<file path="src/rtl/fxo_demux.sv">
// fxo_demux: registered 1-to-4 valid/ready stream demultiplexer with per-channel delivery counters
module fxo_demux #(
    parameter int WIDTH = 8
) (
    input  logic               clk,
    input  logic               rst_n,
    input  logic               in_valid,
    output logic               in_ready,
    input  logic [WIDTH-1:0]   in_data,
    input  logic [1:0]         in_sel,
    output logic [3:0]         out_valid,
    input  logic [3:0]         out_ready,
    output logic [4*WIDTH-1:0] out_data,
    input  logic               cnt_clr,
    output logic [31:0]        out_cnt
);
    typedef enum logic {EMPTY, FULL} st_t;
    st_t              st    [4];
    st_t              st_nx [4];
    logic [3:0]       in_hit;
    logic [3:0]       out_hit;
    logic [WIDTH-1:0] data  [4];
    logic [7:0]       cnt   [4];

    assign in_ready = !out_valid[in_sel] || out_ready[in_sel];

    for (genvar k = 0; k < 4; k++) begin : g_ch
        assign out_valid[k]                 = st[k] == FULL;
        assign out_data[k*WIDTH +: WIDTH]   = data[k];
        assign out_cnt[k*8 +: 8]            = cnt[k];
    end

    // per-channel handshakes and EMPTY/FULL next state; a FULL channel refills in place when drained and loaded together
    always_comb begin
        in_hit  = '0;
        out_hit = '0;
        for (int i = 0; i < 4; i++) begin
            st_nx[i]   = st[i];
            in_hit[i]  = in_valid && in_ready && in_sel == 2'(i);
            out_hit[i] = out_valid[i] && out_ready[i];
            st_nx[i]   = (st[i] == EMPTY) ? (in_hit[i] ? FULL : EMPTY)
                                          : ((out_hit[i] && !in_hit[i]) ? EMPTY : FULL);
        end
    end

    // channel state register
    always_ff @(posedge clk or negedge rst_n) begin
        if (!rst_n) begin
            for (int i = 0; i < 4; i++) st[i] <= EMPTY;
        end else begin
            for (int i = 0; i < 4; i++) st[i] <= st_nx[i];
        end
    end

    // output data registers load only on an accepted word; counters clear with priority over delivery
    always_ff @(posedge clk or negedge rst_n) begin
        if (!rst_n) begin
            for (int i = 0; i < 4; i++) begin
                data[i] <= '0;
                cnt[i]  <= '0;
            end
        end else begin
            for (int i = 0; i < 4; i++) begin
                if (in_hit[i]) data[i] <= in_data;
                cnt[i] <= cnt_clr ? 8'd0 : cnt[i] + 8'(out_hit[i]);
            end
        end
    end
endmodule
</file>
<file path="config.mk">
export PLATFORM = sky130hd
export DESIGN_NAME = fxo_demux
export DESIGN_NICKNAME = d
export VERILOG_FILES = /design/src/rtl/fxo_demux.sv
export SDC_FILE = /design/constraint.sdc
export NUM_CORES = 1
export LEC_CHECK = 0
export BUFFER_PORTS_ARGS = -buffer_cell sky130_fd_sc_hd__buf_2
export CORE_ASPECT_RATIO = 0.8
export CORE_MARGIN = 10
export CORE_UTILIZATION = 55
export CTS_CLUSTER_SIZE = 25
export DETAILED_ROUTE_END_ITERATION = 10
export PLACE_DENSITY_LB_ADDON = 0.1
export REMOVE_ABC_BUFFERS = 1
export SLEW_MARGIN = 5
export SYNTH_ARGS = -nofsm -noshare
export SYNTH_HDL_FRONTEND = slang
export SYNTH_SLANG_ARGS = --single-unit
</file>
<file path="constraint.sdc">
create_clock -name clk -period 3.3 [get_ports clk]
set_input_delay 0.33 -clock clk [delete_from_list [all_inputs] [get_ports clk]]
set_output_delay 0.33 -clock clk [all_outputs]
set_load 0.01 [all_outputs]
</file>
==> metrics.cfg, run 1 <==
[timing]
setup_viol = 0
hold_violations = 0
fin_crit_ps = 1770
fmaxAchievable_mhz = 566
min_period_over_period = 0.536
slew_viol_final = 0
rsz0062_at_grt = no
slew_headroom = 0.446
worst_slew_pin_slew_ps = 831
hold_slack_ps = 181
finalClockSkew_ps = 6.72
setup_tns_ps = 0

[placement]
place.gp.congestion = 0.783
io_buffers = 86
hpwl_um = 4580

[finish]
drive_gt1_frac = 0.423
area_growth_pct = 26.0
nFillCells = 378
finalNetCount = 345
n_antenna_cell = 0
final_util = 0.717

[grt]
grt-ovfl-total = 0
grt_util_met1 = 0.214
antenna_found_initial = 0
grt_pass1_vias = 2093
grt_busiest_layer = met2
grt_pass1_wl_um = 10900
grt_use_total = 0.159
grt_max_degree = 69
grt_util_met3 = 0.0786
grt_util_met2 = 0.216

[critical_path]
crit_type = reg2out
r2r_cells = 3
start_kind = flip-flop
critical_path_required_ps = 2970
cp-end-kind = primary output
worstPathArrival_ps = 1440
path_max_fanout = 3

[run_status]
status = finished, final reports clean

[route]
drcViolationCount = 0
drt_iter0_markers = 59
first_pass_iters = 4
wirelength_um = 6290
wire_per_inst_um = 16.3
antenna_left = 0
avgViaCountPerCell = 5.32
via_count = 2053

[die]
start_util = 0.569
rows = 23
die_w_um = 100
die_h_um = 84.4
io_pins = 87
dieArea_mm2 = 0.00848
core_mm2 = 0.00501

[logic_synthesis]
synth.cell_area_mm2 = 0.00285
ys_ff_latch = 68
avgSynthCellArea_um2 = 12.6
synth_cell_types = 21
yosys_warnings = 0
syn_inst = 227
seq_area_frac_synth = 0.597

[power]
power.switching_w = 0.000496
internal-power_w = 0.00161
p_sw_frac = 0.236
p_seq_frac = 0.461
power_density_mw_per_mm2 = 587
peakVddDrop_uv = 433
clockPowerShare = 0.398
power_frac_comb = 0.141
leakage_nw = 1.78

[worst_hold_path]
hold_path.class = in2async

[clock_network]
clk_latency_ps = 340
cts_tree = yes
postCtsSetupBuffers = 0
cts_buffers = 9
cts_root_buf = clkbuf_8
htree_levels = 3
cts.sinks = 68
clock_path_buffers = 2
clk_pin_slew_worst_paths_ps = 70
postCtsHoldBufs = 0
ctsResizeCount = 0

[flow_run]
maxCapViolations = 0

## final timing paths
check	to	startpoint	slack [ps]
max	in_ready	out_valid[0]	1530
min	out_cnt[15]	rst_n	180
max reg2reg	out_data[25]	out_valid[3]	1660
min reg2reg	out_data[5]	out_data[5]	500
max in group asynchronous	out_cnt[23]	rst_n	2580
min in group clk	out_data[22]	in_data[6]	270
## power groups by stage
stage          Sequential (W)  Clock (W)  Combinational [W]
2_1_floorplan         0.00103          0          0.0000978
3_3_place_gp         0.000984          0           0.000297
3_5_place_dp         0.000986          0           0.000304
4_1_cts              0.000972   0.000862           0.000305
5_1_grt              0.000984   0.000907           0.000330
6_report             0.000971   0.000839           0.000297
## layout make-up
type	instances	area [um^2]	share of cell area
repair buffers	87	438	0.122
multi-input cells	153	1120	0.312
well taps	62	77.6	0.0216
clock inverters	4	95.1	0.0265
clock buffers	12	155	0.0432
flip-flops and latches	68	1700	0.474
## layer usage
layer  routed length, um  up-vias  part of all wire
met5                   0        -                 0
met4                  44        0            0.0070
met3                 604        6             0.096
met2                2690       68              0.43
met1                2950      997              0.47
li1                    -      982                 -
## per-stage QoR
step	area, um^2	power [W]	cells	setup WS [ps]
floorplan	2820	0.00113	221	1820
global placement	3340	0.00128	370	1590
finish	3590	0.00211	386	1530
detailed placement	3340	0.00129	370	1540
CTS	3590	0.00214	386	1500
global route	3590	0.00222	386	1430
## sequential cells by signal, summed over array words and instances, names as in the netlist
| signal | flops |
|---|---|
| out_valid | 4 |
| out_cnt | 32 |
| out_data | 32 |
## worst max-delay path, stage by stage, from the launching register on
cell and delay, ps:
dfrtp_1 350, nand2b_1 110, mux4_2 480, buf_2 160
## cell usage in the layout (no fill, tap or decap), types with 11 or more instances in the layout
| cell type | instances |
|---|---|
| nand2_1 | 13 |
| nor2_1 | 12 |
| dfrtp_1 | 68 |
| clkbuf_8 | 11 |
| mux2_2 | 32 |
| nand3_1 | 13 |
| a21oi_1 | 12 |
| o21ai_0 | 13 |
| buf_2 | 86 |
| or3_1 | 12 |
## logic make-up (layout without fill, tap and decap cells)
group                      Yosys count  after routing  synth area share
AOI/OAI and AO/OA                   25             25            0.0439
xor gates and xnor gates            12             12            0.0369
adders and majority gates            8              8            0.0351
buffers and inverters                6            103           0.00922
DFF                                 68             68             0.597
muxes                               33             33             0.134
and+or+nand+nor                     75             75             0.143
## synth_stat cells
cell type  number  share of area
a21oi_1        12          0.021
and2_1          4         0.0088
and3_1          1         0.0022
buf_2           3         0.0053
clkbuf_1        3         0.0040
dfrtp_1        68           0.60
ha_1            8          0.035
mux2_2         32           0.13
mux4_2          1         0.0079
nand2_1        13          0.017
nand2b_1        4         0.0088
nand3_1        13          0.023
nand3b_2        1         0.0040
nand4_1         4         0.0088
nor2_1         12          0.016
nor2b_1        10          0.022
nor3b_4         1         0.0066
o21ai_0        13          0.023
or3_1          12          0.026
xnor2_1         4          0.012
xor2_1          8          0.025
Note: power is estimated with default switching activity, not from simulation.
==> run 2, diff against run 1 <==
ABC_AREA = 1   (was not set)
CORE_UTILIZATION = 52   (was 55)
clock period = 1.8 ns   (was 3.3 ns; I/O delays follow)
==> run 2 against run 1 <==
  * Critical path depth increased by 3
  * Critical path type unchanged
  * Largest power group unchanged
  * Power increased by 67%
  * Clock skew increased by 1.3 ps
  * Clock-buffer cell count increased by 1
  * First-iteration DRC count increased by 100%
  * Final area increased by 7.1%
  * Sequential power increased by 83%
  * Area after synthesis increased by 12%
  * Die area increased by 14%
  * Register-to-register slack got worse by 1400 ps
==> metrics.cfg, run 2 <==
[critical_path]
r2r_start = out_valid[2]
crit_path_top_delay_cell = dfrtp_1
path_max_fanout = 19
r2r_slack_ps = 240
r2r_end = out_cnt[22]
start_kind = flip-flop
endpoint = in_ready
crit_top_cell = nand2_1
crit_type = reg2out
slowest_delay_ps = 410
worstPathArrival_ps = 1420
path_cells = nand2_1 > nand2_1 > nand2_1 > nand2_4 > nand2_8 > buf_2
r2r_cells = 9
critical_path_required_ps = 1620
critPathLaunch = out_valid[3]
cp-end-kind = primary output

[power]
peakVddDrop_uv = 508
power_density_mw_per_mm2 = 915
leakage_nw = 2.10
finalPower_w = 0.00351

[die]
die_h_um = 90.0
rows = 25
die_w_um = 107
dieArea_mm2 = 0.00967
io_pins = 87
start_util = 0.539
core_mm2 = 0.00591

[clock_network]
cts_root_buf = clkbuf_8
htree_levels = 3
cts.sinks = 68
clock_path_buffers = 2
cts_buffers = 9
cts_tree = yes
clk_pin_slew_worst_paths_ps = 70
clk_latency_ps = 340
postCtsSetupBuffers = 0

[timing]
setup_tns_ps = 0
slew_headroom = 0.575
fmaxAchievable_mhz = 626
min_period_over_period = 0.887
hold_violations = 0
slew_viol_final = 0
finalClockSkew_ps = 7.98
rsz0062_at_grt = no
fin_crit_ps = 1600
worst_slew_pin_slew_ps = 637
setup_viol = 0

[logic_synthesis]
synth.cell_area_mm2 = 0.00318
synth_top_family_by_area = simple AND/OR/NAND/NOR gates
synth_top_area_cell = dfrtp_1
yosysTopAreaCellShare = 0.534
ys_ff_latch = 68
ys.flop_type = dfrtp_1
yosys_warnings = 0
synth_xor_area_frac = 0.00550
synthTopCellsByCount = nand2_1 (99), dfrtp_1 (68), nand4_1 (32), nor2_1 (32), inv_1 (29)
synth_compound_gate_area_share = 0.0519
syn_inst = 349
seq_area_frac_synth = 0.534
synth_area_leaders = dfrtp_1 (53%), nand2_1 (12%), nand4_1 (6.3%)
synth_cell_types = 28
synth_edf_count = 0
yosys.area_share.simple = 0.304
muxShareOfSynthArea = 0
async_reset_ff_frac = 1.00
avgSynthCellArea_um2 = 9.12
synth-adder-area-share = 0.0314
yosysMostFrequentCell = nand2_1

[route]
drcViolationCount = 0
avgViaCountPerCell = 5.02
wirelength_um = 7620
drt_iter0_markers = 118
wire_per_inst_um = 14.5
antenna_left = 0
via_count = 2635
first_pass_iters = 4

[grt]
grt_max_degree = 50
grt_util_met3 = 0.0842
grt_pass1_wl_um = 12400
grt-ovfl-total = 0
antenna_found_initial = 0
grt_busiest_layer = met2
grt_util_met1 = 0.212
grt_pass1_vias = 2425
grt_use_total = 0.159
grt_util_met2 = 0.217

[placement]
io_buffers = 86
hpwl_um = 5590
place.gp.congestion = 0.795

[finish]
n_antenna_cell = 0
finalNetCount = 466
layout_commonest_cell = nand2_1
drive_gt1_frac = 0.277
area_growth_pct = 20.7
final_cell_mix = nand2_1 (99), buf_2 (86), dfrtp_1 (68)

[worst_hold_path]
worstHoldStart = out_ready[0]
hold_path.class = in2reg

[flow_run]
maxCapViolations = 0

[run_status]
status = finished, final reports clean

==> run 2: critical path: cells and delay by family, from the launching register on <==
family	cells	cell delay, ps
AND/OR/NAND/NOR	5	470
flip-flops	1	410
buffers and inverters	1	180
==> run 2: layout make-up <==
type / instances / area, um^2
Multi-Input combinational cell: 238 / 1260
Clock buffer: 13 / 159
Inverter: 32 / 125
Timing Repair Buffer: 91 / 483
Tap cell: 81 / 101
Clock inverter: 2 / 10.0
Sequential cell: 68 / 1700
Fill cell: 512 / 2070
==> run 2: stage by stage <==
step / cell area (um^2) / utilization / hold WS [ps] / worst slack (ps) / instances
floorplan: 3080 / - / -116 / 354 / 337
finish: 3840 / 0.650 / 36.6 / 203 / 525
detailed placement: 3650 / 0.618 / 160 / 242 / 508
global route: 3840 / 0.650 / 17.5 / 13.0 / 525
CTS: 3830 / 0.648 / 20.3 / 130 / 524
global placement: 3650 / 0.618 / 155 / 257 / 508
==> run 2: cell families (layout without fill, tap and decap cells) <==
kind of cell    count (synthesis)  after routing
simple gates                  194            195
flops                          68             68
buf+inv                        44            138
compound gates                 33             33
fa+ha+maj                       8              8
xor+xnor                        2              2
==> run 2: where the power goes <==
part | total, W | leakage [nW] | switching [W] | internal (W)
logic | 0.000630 | 1.11 | 0.000397 | 0.000233
clock network | 0.00111 | 0.0893 | 0.000544 | 0.000564
registers | 0.00178 | 0.898 | 0.0000880 | 0.00169
total | 0.00351 | 2.10 | 0.00103 | 0.00248
==> run 2: worst min path at each step <==
| stage | end | cells after the start |
|---|---|---|
| floorplan | out_cnt[0] | 0 |
| global placement | out_cnt[31] | 1 |
| detailed placement | out_cnt[31] | 1 |
| CTS | out_valid[0] | 2 |
| global route | out_valid[0] | 2 |
| finish | out_valid[0] | 2 |
==> run 2: repair_timing <==
| item | in CTS | in global routing |
|---|---|---|
| endpoints found under the hold margin | 19 | 0 |
| endpoints found under the setup margin | 0 | 1 |
| hold buffers | 1 | 0 |
| gates resized for setup | 0 | 0 |
==> run 2: metal layers <==
layer	routed length (um)	share of wire
met5	0	0
met4	108	0.014
met3	793	0.10
met1	3420	0.45
met2	3300	0.43
==> run 3, diff against run 2 <==
CORE_UTILIZATION = 46   (was 52)
clock period = 1.4 ns   (was 1.8 ns; I/O delays follow)
==> run 3 against run 2 <==
  * The flow now finishes with violations (setup timing)
  * Clock power is 49% higher
  * Power is 38% higher
  * Flip-flop and latch count stayed put
  * Via count is 4.3% higher
  * Final area is 13% higher
  * First-iteration DRC count is 29% higher
  * Largest power group unchanged
==> metrics.cfg, run 3 (same netlist as run 2, synthesis figures left out) <==
[run_status]
status = finished, violations left
violations = setup timing

[die]
die_w_um = 113
dieArea_mm2 = 0.0107
io_pins = 87
core_mm2 = 0.00679
rows = 27
die_h_um = 94.4
start_util = 0.469

[placement]
io_buffers = 86
place.gp.congestion = 0.812
hpwl_um = 5910

[grt]
grt_use_total = 0.155
grt_busiest_layer = met2
grt_util_met1 = 0.198
grt_util_met2 = 0.239
grt_util_met3 = 0.0583
grt-ovfl-total = 0
antenna_found_initial = 0
grt_max_degree = 69
grt_pass1_wl_um = 13400
grt_pass1_vias = 2710

[power]
finalPower_w = 0.00485
peakVddDrop_uv = 606
leakage_nw = 2.30
power_density_mw_per_mm2 = 1120

[critical_path]
cp_top_family = flip-flops
critical_path_required_ps = 1260
crit_type = reg2out
cp-end-kind = primary output
slowest_delay_ps = 380
crit_path_top_delay_cell = dfrtp_1
start_kind = flip-flop
worstPathArrival_ps = 1280
path_max_fanout = 3
r2r_cells = 10
crit_cells = 7
crit_top_cell = nand2_2
critPathBufInv = 2
path_cells = buf_4 > nand2_1 > nand2_2 > nand2_2 > nand2_4 > nand2_8 > buf_6

[clock_network]
cts_buffers = 9
cts.sinks = 68
htree_levels = 3
clock_path_buffers = 2
cts_tree = yes
clk_pin_slew_worst_paths_ps = 70
cts_root_buf = clkbuf_8
clk_latency_ps = 330

[timing]
slew_headroom = 0.757
worst_slew_pin_slew_ps = 365
setup_viol = 6
slew_viol_final = 0
hold_slack_ps = 13.1
finalClockSkew_ps = 7.74
hold_violations = 0
rsz0062_at_grt = yes
min_period_over_period = 1.01
setup_tns_ps = -64.3
setup_ws_ps = -18.4
fmaxAchievable_mhz = 705
fin_crit_ps = 1420

[finish]
final_cell_mix = nand2_1 (92), buf_2 (85), dfrtp_1 (68)
drive_gt1_frac = 0.388
nFillCells = 611
finalNetCount = 491
final_util = 0.638
n_antenna_cell = 0
layout_commonest_cell = nand2_1
area_growth_pct = 36.0

[route]
via_count = 2747
wirelength_um = 8540
avgViaCountPerCell = 4.94
wire_per_inst_um = 15.4
drcViolationCount = 0
first_pass_iters = 4
drt_iter0_markers = 152
antenna_left = 0

[worst_hold_path]
hold_path.class = in2reg
whs_path_depth = 2

[flow_run]
maxCapViolations = 0

run 3: area by class of cell:
| type | count | area (um^2) | share of cell area |
|---|---|---|---|
| clock buffers | 14 | 173 | 0.0399 |
| well taps | 87 | 109 | 0.0251 |
| multi-input cells | 240 | 1510 | 0.347 |
| repair buffers | 114 | 688 | 0.159 |
| clock inverters | 1 | 30.0 | 0.00693 |
| flip-flops and latches | 68 | 1700 | 0.393 |
| inverters | 32 | 125 | 0.0289 |
run 3: timing repair:
action                                  CTS  global route
buffers inserted                          5             3
endpoints found under the setup margin    6            47
gates cloned                              0             3
gates resized for setup                  13            42
hold endpoints to repair                 69             0
hold buffers                              2             0
pin swaps                                 3            18
run 3: worst reg2reg max path, stage by stage (launching register included):
cell and delay [ps]:
dfrtp_1 380, buf_4 140, nand2_1 60, nand2_2 60, nand2_2 80, nand2_4 60, nand2_8 70, buf_8 160
buf_4 150, nand4_1 100, nand2_1 90
run 3: path summary, 6_finish.rpt:
path	start	to	slack, ps
worst max-delay path	out_valid[1]	in_ready	-20
worst min-delay path	out_ready[0]	out_valid[0]	10
worst max register to register	out_valid[1]	out_data[3]	-20
worst min register to register	out_data[5]	out_data[5]	470
max in group asynchronous	rst_n	out_cnt[23]	750
min in group asynchronous	rst_n	out_cnt[11]	350
run 3: routing by layer:
layer	vias to the layer above	share of wire	wire (um)
li1	1388	-	-
met1	1282	0.45	3810
met2	66	0.47	3990
met3	11	0.076	651
met4	0	0.010	87
met5	-	0	0
run 3: metrics by stage:
stage	setup WS (ps)	instance area (um^2)	cells
6_report	-18.4	4330	556
5_1_grt	-125	4330	556
4_1_cts	-49.5	4090	550
3_5_place_dp	-93.7	3780	528
3_3_place_gp	22.8	3780	528
2_1_floorplan	-46.4	3080	337
run 3: power breakdown:
| group | internal [W] | leakage (nW) | switching, W |
|---|---|---|---|
| registers | 0.00217 | 0.898 | 0.000118 |
| clock network | 0.000962 | 0.103 | 0.000691 |
| logic | 0.000364 | 1.29 | 0.000544 |
